==> src/rtl/symbol_pkg.sv <==
// Shared types and the bit-to-symbol mapping rule used by the serializer
// and by any future slicer working on the same symbol alphabet.
package symbol_pkg;

    typedef enum logic {
        MODE_BIPOLAR,
        MODE_UNIPOLAR
    } sym_mode_e;

    typedef enum logic {
        ORDER_MSB_FIRST,
        ORDER_LSB_FIRST
    } bit_order_e;

    localparam int DEF_SYM_W = 16;
    localparam logic signed [DEF_SYM_W-1:0] DEF_AMP = 16'sh4000;

    // Mapping is done at a generous fixed width; callers truncate to their
    // own SYM_W, which is lossless because |amp| < 2^(SYM_W-1).
    localparam int MAP_W = 32;

    function automatic logic signed [MAP_W-1:0] map_bit(
        input logic                    b,
        input sym_mode_e               mode,
        input logic signed [MAP_W-1:0] amp
    );
        if (b) begin
            return amp;
        end else if (mode == MODE_BIPOLAR) begin
            return -amp;
        end else begin
            return '0;
        end
    endfunction

endpackage

==> src/rtl/symbol_map.sv <==
// Combinational bit-to-symbol mapper: +AMP for a one, -AMP or 0 for a zero.
module symbol_map
    import symbol_pkg::*;
#(
    parameter int                       SYM_W = DEF_SYM_W,
    parameter logic signed [SYM_W-1:0]  AMP   = DEF_AMP,
    parameter sym_mode_e                MODE  = MODE_BIPOLAR
) (
    input  logic                    bit_in,
    output logic signed [SYM_W-1:0] sym
);

    assign sym = SYM_W'(map_bit(bit_in, MODE, MAP_W'(AMP)));

endmodule

==> src/rtl/bit_symbol_serializer.sv <==
// Serializes DATA_W-bit words into one signed symbol per cycle through a
// hold register feeding a shift register, with message framing and a counter.
module bit_symbol_serializer
    import symbol_pkg::*;
#(
    parameter int                       DATA_W    = 8,
    parameter int                       SYM_W     = DEF_SYM_W,
    parameter logic signed [SYM_W-1:0]  AMP       = DEF_AMP,
    parameter bit                       BIPOLAR   = 1'b1,
    parameter bit                       LSB_FIRST = 1'b0,
    parameter int                       CNT_W     = 16
) (
    input  logic                    clk,
    input  logic                    rst_n,
    input  logic [DATA_W-1:0]       in_data,
    input  logic                    in_last,
    input  logic                    in_valid,
    output logic                    in_ready,
    output logic signed [SYM_W-1:0] sym_data,
    output logic                    sym_last,
    output logic                    sym_valid,
    input  logic                    sym_ready,
    input  logic                    cnt_clr,
    output logic [CNT_W-1:0]        sym_count
);

    localparam int IDX_W = (DATA_W > 1) ? $clog2(DATA_W) : 1;
    localparam logic [IDX_W-1:0] LAST_IDX = IDX_W'(DATA_W - 1);
    localparam sym_mode_e  MODE  = BIPOLAR   ? MODE_BIPOLAR    : MODE_UNIPOLAR;
    localparam bit_order_e ORDER = LSB_FIRST ? ORDER_LSB_FIRST : ORDER_MSB_FIRST;

    typedef enum logic {
        ST_IDLE,
        ST_SHIFT
    } state_e;

    state_e              state;
    logic [DATA_W-1:0]   hold_data;
    logic                hold_last;
    logic                hold_v;
    logic [DATA_W-1:0]   sh_data;
    logic                sh_last;
    logic [IDX_W-1:0]    idx;

    logic                in_fire;
    logic                sym_fire;
    logic                at_last;
    logic                load_shift;
    logic [IDX_W-1:0]    sel_idx;
    logic                cur_bit;
    logic signed [SYM_W-1:0] mapped;

    assign in_ready   = !hold_v;
    assign in_fire    = in_valid && in_ready;
    assign sym_valid  = (state == ST_SHIFT);
    assign sym_fire   = sym_valid && sym_ready;
    assign at_last    = (idx == LAST_IDX);
    // The hold register drains either into an idle shifter or, without a
    // bubble, on the final symbol transfer of the current word.
    assign load_shift = hold_v && ((state == ST_IDLE) || (sym_fire && at_last));

    assign sel_idx = (ORDER == ORDER_LSB_FIRST) ? idx : (LAST_IDX - idx);
    assign cur_bit = sh_data[sel_idx];

    symbol_map #(
        .SYM_W (SYM_W),
        .AMP   (AMP),
        .MODE  (MODE)
    ) u_map (
        .bit_in (cur_bit),
        .sym    (mapped)
    );

    assign sym_data = sym_valid ? mapped : '0;
    assign sym_last = sym_valid && sh_last && at_last;

    always_ff @(posedge clk or negedge rst_n) begin
        if (!rst_n) begin
            state     <= ST_IDLE;
            hold_data <= '0;
            hold_last <= 1'b0;
            hold_v    <= 1'b0;
            sh_data   <= '0;
            sh_last   <= 1'b0;
            idx       <= '0;
            sym_count <= '0;
        end else begin
            if (in_fire) begin
                hold_data <= in_data;
                hold_last <= in_last;
            end
            hold_v <= in_fire || (hold_v && !load_shift);

            case (state)
                ST_IDLE: begin
                    if (hold_v) begin
                        sh_data <= hold_data;
                        sh_last <= hold_last;
                        idx     <= '0;
                        state   <= ST_SHIFT;
                    end
                end
                ST_SHIFT: begin
                    if (sym_fire) begin
                        if (!at_last) begin
                            idx <= idx + 1'b1;
                        end else if (hold_v) begin
                            sh_data <= hold_data;
                            sh_last <= hold_last;
                            idx     <= '0;
                        end else begin
                            idx   <= '0;
                            state <= ST_IDLE;
                        end
                    end
                end
                default: state <= ST_IDLE;
            endcase

            if (cnt_clr) begin
                sym_count <= '0;
            end else if (sym_fire) begin
                sym_count <= sym_count + 1'b1;
            end
        end
    end

endmodule

==> config.mk <==
export PLATFORM = sky130hd
export DESIGN_NAME = bit_symbol_serializer
export DESIGN_NICKNAME = d
export VERILOG_FILES = /design/src/rtl/symbol_pkg.sv /design/src/rtl/symbol_map.sv /design/src/rtl/bit_symbol_serializer.sv
export SDC_FILE = /design/constraint.sdc
export NUM_CORES = 1
export LEC_CHECK = 0
export CORE_MARGIN = 1.5
export CORE_UTILIZATION = 40
export DETAILED_ROUTE_END_ITERATION = 6
export GPL_TIMING_DRIVEN = 0
export PLACE_DENSITY = 0.71
export SETUP_SLACK_MARGIN = 0.4
export SLEW_MARGIN = 20
export SYNTH_ARGS = -nofsm -noshare
export SYNTH_HDL_FRONTEND = slang
export SYNTH_SLANG_ARGS = --single-unit
==> constraint.sdc <==
create_clock -name clk -period 2.2 [get_ports clk]
set_clock_uncertainty 0.1 [all_clocks]
set_input_delay 0.33 -clock clk [delete_from_list [all_inputs] [get_ports clk]]
set_output_delay 0.33 -clock clk [all_outputs]
set_load 0.02 [all_outputs]
Yosys cells after proc, flatten, opt, wreduce, memory -nomap -nowiden
Cells that the tools add are included.
- register bits after elaboration: 39
- input port bits: 14
- output and inout port bits: 35
- logic and storage cells: 53
- add/subtract/negate cells: 3
- magnitude comparators: 1
- equality and inequality tests: 4
- mux-type cells: 22
- bitwise gates (word level): 1
- reduce and logical (&&, ||, !) cells: 14
- operators with widths (operator ; count):
    16-bit two-way mux ; 4
    8-bit two-way mux ; 3
    16-bit by 1-bit adder with 16-bit output (second input constant) ; 1
    8-bit case mux with 2 select lines ; 1
    3-bit two-way mux ; 3
    1-bit logical AND ; 7
    1-bit two-way mux ; 7
    3-bit case mux with 2 select lines ; 1
    3-bit by 4-bit < comparator with 1-bit output (second input constant) ; 1
    2-bit by 1-bit != test with 1-bit output (second input constant) ; 2
    1-bit case mux with 2 select lines ; 2
    2-bit AND reduction ; 2
    3-bit by 1-bit adder with 3-bit output (second input constant) ; 1
    1-bit binary-select mux with 3-bit select ; 1
    3-bit == test (second input constant) ; 1
    3-bit subtractor (first input constant) ; 1
    1-bit logical NOT ; 2
    1-bit logical OR ; 2
    2-bit != test (second input constant) ; 1
    2-bit nonzero test ; 1
    1-bit inverter ; 1

Depth between registers and ports, before layout
- word-level depth: 7
- gate-level depth with buffers: 6
- gate-level depth less buffers: 6

Modules after synthesis
A second synthesis with hierarchy kept.
- cells, all modules: 191
- area total of the unflattened synthesis: 2083.2 sq um
- by module, submodules not included (module ; times used ; cells each ; area each (sq um) ; sequential area each (sq um)):
    bit_symbol_serializer ; 1 ; 173 ; 1959.4 ; 975.9
    symbol_map ; 1 ; 18 ; 123.9 ; 0.0

Worst setup path after synthesis
No wires, ideal clock.
- kind: flip-flop to flip-flop
- start: reg idx[0]
- end: reg sh_data[0]
- setup time: 0.125 ns
- arrival time: 1.540 ns
- data required time: 1.975 ns
- setup slack: 0.436 ns
- stages on the path, launching flop included: 7
- buffers on the path: 0
- clock period less this slack: 1.764 ns
- cells stage by stage: dfrtp_1 ha_1 ha_1 nand2_1 nand2_1 nand2_1 mux2_2
- cells in the longest elaborated chain, start to end: 3
- ends and longest elaborated chain (item ; RTL line ; text):
    start, declared ; bit_symbol_serializer.sv:43 ; logic [IDX_W-1:0] idx;
    start signal, assigned ; bit_symbol_serializer.sv:106 ; idx <= idx + 1'b1;
    3-bit == test ; bit_symbol_serializer.sv:57 ; assign at_last = (idx == LAST_IDX);
    2-bit by 1-bit != test with 1-bit output (no line) ; n/a ;
    2-bit AND reduction (no line) ; n/a ;
    end signal, assigned ; bit_symbol_serializer.sv:97 ; sh_data <= hold_data;
    end signal, assigned ; bit_symbol_serializer.sv:108 ; sh_data <= hold_data;
    end, declared ; bit_symbol_serializer.sv:41 ; logic [DATA_W-1:0] sh_data;
Every way passes these cells.
A chain may end at the register's enable or synchronous reset.

Final worst setup path
- start: reg idx[0]
- end: out sym_data[15]
- cells in the longest elaborated chain, start to end: 5
- ends and longest elaborated chain (item ; RTL line ; text):
    3-bit subtractor ; bit_symbol_serializer.sv:62 ; assign sel_idx = (ORDER == ORDER_LSB_FIRST) ? idx : (LAST_IDX - idx);
    1-bit binary-select mux with 3-bit select ; bit_symbol_serializer.sv:63 ; assign cur_bit = sh_data[sel_idx];
    1-bit two-way mux (not written as such) ; bit_symbol_serializer.sv:63 ;
    16-bit two-way mux ; symbol_pkg.sv:27 ; if (b) begin
    16-bit two-way mux ; bit_symbol_serializer.sv:74 ; assign sym_data = sym_valid ? mapped : '0;
    end, declared ; bit_symbol_serializer.sv:19 ; output logic signed [SYM_W-1:0] sym_data,
Every way passes these cells. The select of a mux whose other input is x is not followed.

==> run summary <==
Commonest non-fill, non-tap cell in the layout - dfrtp_1
Placed cell count - 269
Gr ovfl total - 0
Final Instance Area - 2640 um^2
Post-placement cell area - 2400 um^2
Remaining antenna violation count after routing - 0
F_max - 0.486 GHz
Worst path top cell family by delay - multiplexers
Final Hold Vio Count - 0
Register area share after synthesis - 50.3%
Vias/cell - 4.83
Inserted Clock Buffers - 5
Crit-path slowest cell - mux4_2
Async set or reset register ratio after synthesis - 100%
Distinct cells, synth - 38
Total track usage - 14.3%
Port Buf Inserts - 33
Period Utilization, post-route - 93.5%
Dpl ws - -0.0863 ns
Max Cap Viol - 0
DRT iter0 DRCs - 33
Worst Tran Pin Value - 0.504 ns
Worst EP required - 1.77 ns
Pins over their slew limit - 0
Setup crit end kind - output port
Share of cells above drive strength 1 - 32.6%
Diode count - 0
Worst-path cell chain - mux4_2 > mux2i_1 > and2_1 > buf_6
#FFs+latches synth - 39
HP Class - input port to register
Slowest stage delay, CP - 0.50 ns
Most frequent cells in the layout - 34 x dfrtp_1, 20 x mux2_2, 20 x buf_4
TNS Setup - 0 ns
CP bufs+invs - 1
Site Rows - 25
Pin count of the biggest net entering global routing - 32
Netlist Area Pre-Place - 1940 um^2
Data arrival, critical path - 1.63 ns
CTS tree - built
CP Launch Type - register
Yosys warnings - 0
Power, Total - 2.37 mW
I/O pins - 49
Drt wl/cell - 12.0 um
Cells after Synth - 168
First-pass DRT Iterations - 4
Final setup vio count - 0
Final GP Congestion - 0.777
Max H-tree Level - 2
Routed WL - 3.41 mm
Status - finished, final reports clean
Critical path fanouts, max - 3
Die width - 72.7 um
Global-route wire length before repair - 5.83 mm
Core area - 4690 um^2
Top FF cell, synth - dfrtp_1
Initial antenna violation count - 0
Starting Density - 41.4%
Max VDD drop - 0.771 mV
Number of global-route vias before repair - 1340
Slew HR - 66.4%
Layout Nets - 246
Area growth from synthesis to layout - 35.8%
Final Non-Filler Cells - 284
LEAKAGE - 1.24 nW
Final HPWL DP - 2.46 mm
Clk pin slew, worst setup/hold paths - 0.07 ns
Number of flops mapped to enable cells by yosys - 0
Worst skew pair latency - 0.29 ns
DIE AREA - 5280 um^2
Die Y - 72.7 um
Crit Path Class - register to output port
Vias - 1373
Final min period - 2.06 ns
Drt drc - 0
Bufs on Longest Clock Path - 2
CTS Root Cell - clkbuf_8
Setup slack after layout - 0.143 ns
Syn_area_per_cell - 11.6 um^2
RSZ-0062 raised after global routing - yes
Cell Pwr Density - 898 nW/um^2
Clock sink count - 39
==> cell usage after synthesis (2+ instances only) <==
cell      count  area (um^2)
nand4_1       3         18.8
clkbuf_1      2         7.51
buf_2         2         10.0
buf_4        15          113
nand3_1       3         15.0
a21oi_1       6         30.0
o21ai_0       2         10.0
inv_1         5         18.8
nand2_1       9         33.8
nor2b_1       2         12.5
xnor2_1       7         61.3
ha_1          3         37.5
mux4_2        2         45.0
dfrtp_1      39          976
nor3_1        3         15.0
nand2b_1      3         18.8
nor2_1       16         60.1
xor2_1        2         17.5
nor4_1        4         25.0
a22o_1        2         17.5
mux2_2       20          225
a31o_2        2         17.5
==> worst reg2reg max path, stage by stage (launching register included) <==
cell     delay (ns)
dfrtp_2        0.44
buf_4          0.15
buf_6          0.11
ha_4           0.15
ha_4           0.15
nand2_1        0.05
nand2_1        0.09
nand2_4        0.15
mux2_2         0.35
==> layer usage <==
metal	global-route usage (%)	routed length (um)	vias up
met1	16.4	1490	656
met3	5.25	166	2
li1	-	-	677
met5	0	0	-
met2	24.5	1730	38
met4	5.24	14	0
==> cells by family after synthesis <==
group                      after synthesis  share of synthesized area [%]
AOI/OAI and AO/OA                       16                           5.48
xor gates and xnor gates                 9                           4.06
adders and majority gates                3                           1.93
buffers and inverters                   25                           7.86
DFF                                     39                           50.3
muxes                                   24                           15.0
other                                    1                          0.193
and+or+nand+nor                         51                           15.2
==> per-stage QoR <==
| step | util, % | hold slack [ns] |
|---|---|---|
| after detailed placement | 51.2 | 0.107 |
| after global placement | 50.9 | 0.382 |
| after floorplan | - | -0.0656 |
| after CTS | 54.1 | 0.291 |
| final | 56.2 | 0.291 |
| after global routing | 56.2 | 0.313 |
==> cell type report <==
class	count	area [um^2]
Buffer	20	134
Clock buffer	6	82.6
Clock inverter	2	35.0
Fill cell	409	2060
Inverter	5	18.8
Multi-Input combinational cell	117	912
Sequential cell	39	982
Tap cell	54	67.6
Timing Repair Buffer	41	404
==> power breakdown <==
part           switching (mW)  leakage, nW  internal [mW]  total [mW]
registers               0.138        0.489          0.916        1.05
clock network           0.245       0.0612          0.367       0.612
logic                   0.261        0.694          0.439       0.700
total                   0.645         1.24           1.72        2.37
==> path summary, 6_finish.rpt <==
check / start / end / slack (ns) / cells after the start
max in group asynchronous: rst_n / idx[0] / 1.23 / 3
worst min-delay path: sym_ready / sym_count[1] / 0.29 / 3
worst min register to register: hold_data[5] / sh_data[5] / 0.41 / 1
worst max register to register: idx[0] / sh_data[0] / 0.34 / 8
min in group asynchronous: rst_n / sym_count[7] / 0.33 / 2
worst max-delay path: idx[0] / sym_data[15] / 0.14 / 4
==> state kept, by name, summed over array words and instances, names as in the netlist <==
name / cells
sh_last: 1
sh_data: 8
hold_v: 1
idx: 3
sym_valid: 1
hold_last: 1
hold_data: 8
sym_count: 16
==> timing repair <==
item                                    CTS  global route
endpoints found under the setup margin   21            18
hold endpoints to repair                  8             0
hold buffers                              1             0
setup buffers                             2             4
pin swaps                                 1             1
resized for setup                        23            18
Power figures use the tool's default switching activity.
==> RTL edit, RTL diff (same settings) <==
Set the parameter `DATA_W` to 4 (it was 8).
--- a/src/rtl/bit_symbol_serializer.sv
+++ b/src/rtl/bit_symbol_serializer.sv
@@ -3,7 +3,7 @@
 module bit_symbol_serializer
     import symbol_pkg::*;
 #(
-    parameter int                       DATA_W    = 8,
+    parameter int                       DATA_W    = 4,
     parameter int                       SYM_W     = DEF_SYM_W,
     parameter logic signed [SYM_W-1:0]  AMP       = DEF_AMP,
     parameter bit                       BIPOLAR   = 1'b1,
Ports: changed (resized in_data); port bits go from 49 to 45. No check against the original RTL was run, so the function may have changed too.
==> RTL edit against the original RTL <==
- total power shrank 20%
- sequential share of layout area shrank 0.61 points
- worst setup slack gained 190 ps
- register-to-register slack gained 70 ps
- critical endpoint unchanged
- synthesized cell count shrank 17%
- wire length shrank 14%
- sequential cell count shrank 9
- largest cell class unchanged
- cell count shrank 15%
- area after synthesis shrank 22%
- combinational power shrank 14%
- hold slack lost 18 ps
- design area shrank 22%
==> RTL edit: results (changes against the original RTL) <==
initial antenna violation count=0 (unchanged); layout cells sized above 1=26.0% (-6.6 points); XOR/XNOR share of the synthesized area=5.21% (+1.2 points); Max transition margin=54.6% (-12 points); most frequent cells after synthesis=dfrtp_1, buf_4, mux2_2, nor2_1; vias in the first global route=1169 (-13%); path category of the worst min-delay check=in -> reg; hold path startpoint=sym_ready; met2 wire length=1.54 mm (-11%); ranking of synthesized cells by area=dfrtp_1, mux2_2, buf_4; GPL Wtd Cong=0.696 (-10%); worst vdd ir=652 uV (-15%); detailed router's first-iteration violation count=85 (+160%); Layout Nets=203 (-17%); Post CTS Setup Buffer Count=1 (-1); CP delay by family, top=multiplexers; GR met2 Demand/Resource=28.1% (+3.7 points); clock buffer count from CTS=5 (unchanged); placed cells=229 (-15%); wire length on met3=156 um (-6.0%); synth unique cells=27 (-29%); Vias per Instance=4.72 (-2.4%); post-synthesis sequential area ratio=49.6% (-0.63 points); grt met1 use=18.1% (+1.8 points); number of instances resized during post-cts repair=18 (-22%); post-synthesis adder-cell area fraction=1.65% (-0.28 points); Syn Inst Count=140 (-17%); GR Layer Usage met3=3.65% (-1.6 points); status=complete, no violations; Top Registers=sym_count: 16 flops, hold_data: 4 flops, sh_data: 4 flops; Post-DP Area=1900 um^2 (-21%); global-route wire length before repair=5.05 mm (-13%); final wirelength=2.93 mm (-14%); Via Count=1132 (-18%); multiplexer area fraction after synthesis=10.4% (-4.6 points); pin count of the biggest net entering global routing=31 (-3.1%); crit-path max FO=2 (-1); crit path DAT=1440 ps (-190 ps); total track usage=15.9% (+1.5 points); clock buffer depth=2 (unchanged); P per Cell Area=919 nW/um^2 (+2.4%); sequential power share=40.7% (-3.8 points); Pleak=0.992 nW (-20%); CP peak stage delay=530 ps (+30 ps); Internal=1.34 mW (-22%); HPWL after DPL=2.16 mm (-12%); Compound-Gate Fraction of Synth Area=6.29% (+0.81 points); comb pwr=0.603 mW (-14%); pre-CTS setup slack=80.5 ps (+167 ps); met1 wire length=1.19 mm (-20%); Port Buffers=28 (-15%)
[RTL edit: cell count changes in the layout (fill, tap and decap cells not counted), sizes merged, moves of 6 or more]
cell / delta
buf: -6
xor2: +7
dfrtp: -9
dlygate4sd2: -6
xnor2: -7
mux2: -9
[RTL edit: cell type report]
type | count | area, um^2
Tap cell | 48 | 60.1
Fill cell | 343 | 1580
Buffer | 20 | 144
Sequential cell | 30 | 752
Clock buffer | 8 | 110
Multi-Input combinational cell | 100 | 668
Inverter | 3 | 11.3
Timing Repair Buffer | 31 | 307
[RTL edit: worst paths after layout]
| check | endpoint | slack (ps) | cells past startpoint |
|---|---|---|---|
| hold / removal | sym_count[1] | 270 | 3 |
| setup reg to reg | sh_last | 410 | 7 |
| max in group asynchronous | sym_count[5] | 1000 | 2 |
| setup / recovery | sym_data[15] | 330 | 3 |
| hold reg to reg | sh_data[0] | 400 | 1 |
| min in group asynchronous | sym_count[11] | 520 | 2 |
